==> config.mk <==
export PLATFORM = sky130hd
export DESIGN_NAME = cla_seq_add_ctrl
export DESIGN_NICKNAME = d
export VERILOG_FILES = /design/src/rtl/cla_seq_add_ctrl.sv
export SDC_FILE = /design/constraint.sdc
export NUM_CORES = 1
export LEC_CHECK = 0
export ABC_AREA = 1
export CORE_ASPECT_RATIO = 1.4
export CORE_MARGIN = 2
export CORE_UTILIZATION = 50
export DETAILED_ROUTE_END_ITERATION = 16
export GPL_TIMING_DRIVEN = 0
export HOLD_SLACK_MARGIN = 0.05
export MAX_ROUTING_LAYER = met4
export PLACE_DENSITY_LB_ADDON = 0.2
export SLEW_MARGIN = 20
export SYNTH_ARGS = -nofsm -noshare
export SYNTH_HDL_FRONTEND = slang
export SYNTH_SLANG_ARGS = --single-unit
==> constraint.sdc <==
create_clock -name clk -period 3.1 [get_ports clk]
set_input_delay 0.93 -clock clk [delete_from_list [all_inputs] [get_ports clk]]
set_output_delay 0.93 -clock clk [all_outputs]
set_load 0.05 [all_outputs]
==> src/rtl/cla_seq_add_ctrl.sv <==
// cla_seq_add_ctrl: time-shares one 4-bit CLA block over N-bit operands, LSB slice first.
// Optional subtract mode under `CLA_SEQ_SUB_EN.
module cla_seq_add_ctrl #(
  parameter int N = 16
) (
  input  logic         clk,
  input  logic         rst,
  input  logic         start,
`ifdef CLA_SEQ_SUB_EN
  input  logic         sub,
`endif
  input  logic [N-1:0] X,
  input  logic [N-1:0] Y,
  input  logic         C_in,
  output logic [N-1:0] Z,
  output logic         C_out,
  output logic         overflow,
  output logic         busy,
  output logic         done,
  output logic [3:0]   blk_X,
  output logic [3:0]   blk_Y,
  output logic         blk_C_in,
  input  logic [3:0]   blk_Z,
  input  logic         blk_C_out,
  input  logic         blk_ovf
);
  localparam int S = N / 4;
  localparam int IW = $clog2(S);
  typedef enum logic [1:0] {IDLE, RUN, DONE} state_t;
  state_t state, state_n;
  logic [N-1:0] a_q, b_q;
  logic [IW-1:0] idx;
  logic carry, sub_q, last, accept;
`ifdef CLA_SEQ_SUB_EN
  logic sub_in;
  assign sub_in = sub;
`else
  logic sub_in;
  assign sub_in = 1'b0;
`endif
  assign last = idx == IW'(S - 1);
  assign accept = start && state != RUN;
  assign busy = state == RUN;
  assign done = state == DONE;
  assign blk_X = a_q[4*idx +: 4];
  assign blk_Y = sub_q ? ~b_q[4*idx +: 4] : b_q[4*idx +: 4];
  assign blk_C_in = carry;
  always_comb begin
    state_n = state;
    state_n = (state == RUN) ? (last ? DONE : RUN) : (start ? RUN : IDLE);
  end
  always_ff @(posedge clk) begin
    if (rst) begin
      state    <= IDLE;
      a_q      <= '0;
      b_q      <= '0;
      idx      <= '0;
      carry    <= 1'b0;
      sub_q    <= 1'b0;
      Z        <= '0;
      C_out    <= 1'b0;
      overflow <= 1'b0;
    end else begin
      state <= state_n;
      if (accept) begin
        a_q   <= X;
        b_q   <= Y;
        sub_q <= sub_in;
        idx   <= '0;
        carry <= sub_in | C_in;
      end else if (state == RUN) begin
        Z[4*idx +: 4] <= blk_Z;
        carry <= blk_C_out;
        idx   <= last ? '0 : idx + 1'b1;
        if (last) begin
          C_out    <= blk_C_out;
          overflow <= blk_ovf;
        end
      end
    end
  end
endmodule

==> summary.txt <==
Status
  • Status: finished, final reports clean

Floorplanning
  • Chip Height: 84.88 um
  • Row count: 29
  • Core area: around 4500 um^2
  • Die width: between 60 and 70 um
  • I/O pins: 71
  • Die footprint: around 5200 um^2
  • Initial core utilization: 51.92%

Critical path
  • Crit Path Max Fanout: 10
  • Critical Path RT: approximately 2200 ps
  • Startpoint types: register
  • Reg2reg start: idx[1]$_SDFFE_PP0P_
  • CP Capture Type: output pin
  • Setup Crit Path Kind: register to output pin
  • Worst Path Arrival: ~2100 ps
  • CP Launch Point: idx[0]$_SDFFE_PP0P_
  • R2r setup slk: around 1100 ps

Place
  • Port Buffers: a little under 70
  • Gp weighted congestion: 0.9976
  • Area after DPL: 3104 um^2
  • Hpwl dp: roughly 4400 um

Timing
  • TNS Setup: 0 ps
  • Unrepaired setup endpoints after global routing: no
  • Slew @ Worst Pin: about 500 ps
  • Clock period minus worst slack: between 3000 and 4000 ps
  • Setup Skew: between 7 and 8 ps
  • Final worst-path cycle share: a little over nine tenths
  • Final-report max-slew violation count: 0
  • Relative slew slack: around two thirds
  • Fin. Hold Viols: 0
  • # setup viols final: 0
  • Top achievable clock speed: about 330 MHz

Run
  • Max-Cap Viols: 0

Min path
  • Hold Crit Class: register to register
  • HP Start: Z[15]$_SDFFE_PP0P_

Clock tree
  • Post-CTS Setup Inserts: 0
  • TritonCTS buffer count: 5
  • Clock latency on the worst-skew pair: about 310 ps
  • Clock Tree Root: clkbuf_8
  • Clock Sinks: 55
  • CTS tree: done
  • H-Tree Depth: 2
  • Worst-case clock buffer depth: 2
  • Clock Pin Slew Worst Setup and Hold Paths: 100 ps

GRT
  • Largest net degree at the start of global routing: 15
  • Gr usage total: between 20% and 30%
  • Initial antenna violation count: 0
  • Vias in the first global route: ~2300
  • Overflow after GRT: 0
  • Global-route wire length before repair: 9397 um

Power and ir drop
  • LEAKAGE: roughly 0.0013 uW
  • Power Density: between 400 and 500 nW/um^2
  • Max IR drop VDD: ~0.33 mV

Synthesis
  • Synth warn: 0
  • Sequential share of the synthesized area: a little under half
  • Synth top area share: a little under half
  • Syn nets: 375
  • Synth area leader: dfxtp_1
  • Cell variety after synth: 20
  • Synthesized cell area: 2336 um^2
  • Synth top area cells: dfxtp_1 (47%), nor2_1 (16%), o21ai_0 (11%)
  • Syn Area/Cell: around 7 um^2
  • Synth Register Bits: 55
  • Cell count after synthesis: 327

Routing
  • Mean routed wirelength per cell: about 13 um
  • Via count: 2352
  • Final antenna-violating net count: 0
  • First drt pass iteration count: 4
  • Final wirelength: about 5800 um
  • Total DRC errors in the routed layout: 0
  • 1st-iter DRT viols: roughly 130
  • DR vias/cell: ~5.1

Layout
  • Area growth, synth to finish: 35.67%
  • Commonest non-fill, non-tap cell in the layout: nor2_1
  • # diodes: 0
  • Share of layout cells above drive strength 1: 5.473%
  • Nets@finish: 451
  • Final Instance Area: 3169 um^2
  • Most frequent cells in the layout: nor2_1 (98), clkdlybuf4s50_1 (61), dfxtp_1 (55), o21ai_0 (51), nand2_1 (45)
where the power goes:
part	internal [uW]	switching, uW	total, uW
clock	151	218	369
combinational	122	195	317
sequential	748	22.0	770
total	1020	435	1460
layer usage:
layer | vias up | routed length [um] | part of all wire [%] | track usage (%)
li1 | 1205 | - | - | -
met1 | 1062 | 2241 | 39 | 25.44
met2 | 72 | 3164 | 54 | 42.58
met3 | 13 | 278 | 4.8 | 3.811
met4 | 0 | 125 | 2.2 | 10.44
met5 | - | 0 | 0 | -
synthesized netlist by cell type:
| cell | number |
|---|---|
| buf_2 | 4 |
| ha_1 | 6 |
| clkbuf_1 | 6 |
| clkbuf_2 | 2 |
| nand3_1 | 4 |
| nand2_2 | 1 |
| clkinv_1 | 1 |
| dfxtp_1 | 55 |
| a21oi_1 | 19 |
| inv_1 | 14 |
| inv_2 | 2 |
| buf_4 | 3 |
| nand2_1 | 45 |
| nand2_4 | 1 |
| o21ai_0 | 51 |
| o22ai_1 | 8 |
| nand4_1 | 5 |
| buf_1 | 1 |
| nor2_1 | 98 |
| nor2_4 | 1 |
flip-flops by register name, summed over array words and instances, names as in the netlist:
| signal | count |
|---|---|
| idx | 2 |
| Z | 16 |
| b_q | 16 |
| blk_C_in | 1 |
| a_q | 16 |
| state | 2 |
| C_out | 1 |
| overflow | 1 |
layout make-up:
cell class / count / area (um^2)
fill: 425 / 1330
sequential: 55 / 1101
multi-input combinational: 239 / 1092
timing repair buffer: 69 / 680.7
buffer: 16 / 81.33
tap: 62 / 77.57
clock buffer: 6 / 72.57
inverter: 17 / 63.81
worst max-delay path, cell delays in order (launching register included):
cell and delay, ps:
dfxtp_1 410, buf_2 260, buf_2 270, o21ai_0 110, o22ai_1 190, clkdlybuf4s15_1 520
stage by stage:
stage	hold WS, ps	power, uW	setup slack, ps	instances	utilization, %
2_1_floorplan	449.5	982.4	567.9	327	-
3_3_place_gp	451.5	1106	65.06	458	68.99
3_5_place_dp	455.1	1113	52.24	458	68.99
4_1_cts	469.0	1453	96.14	464	70.41
5_1_grt	486.7	1516	0.6717	464	70.44
6_report	468.7	1457	86.13	464	70.44
kinds of logic (layout without fill, tap and decap cells):
kind of cell | count (synthesis) | count (layout) | share of synthesized area [%]
and+or+nand+nor | 155 | 155 | 26.41
AOI/OAI and AO/OA | 78 | 78 | 17.14
DFF | 55 | 55 | 47.13
buffers and inverters | 33 | 108 | 6.106
adders and majority gates | 6 | 6 | 3.214
timing repair:
| item | 4_1_cts | 5_1_grt |
|---|---|---|
| endpoints found under the setup margin | 8 | 7 |
| hold buffers | 0 | 0 |
| endpoints found under the hold margin | 0 | 0 |
| gates resized for setup | 9 | 7 |
worst paths after layout:
path / endpoint / cells after the start
max reg2reg: Z[11]$_SDFFE_PP0P_ / 7
max: blk_Y[3] / 5
min: Z[15]$_SDFFE_PP0P_ / 2
min reg2reg: Z[15]$_SDFFE_PP0P_ / 2
Power figures use the tool's default switching activity.
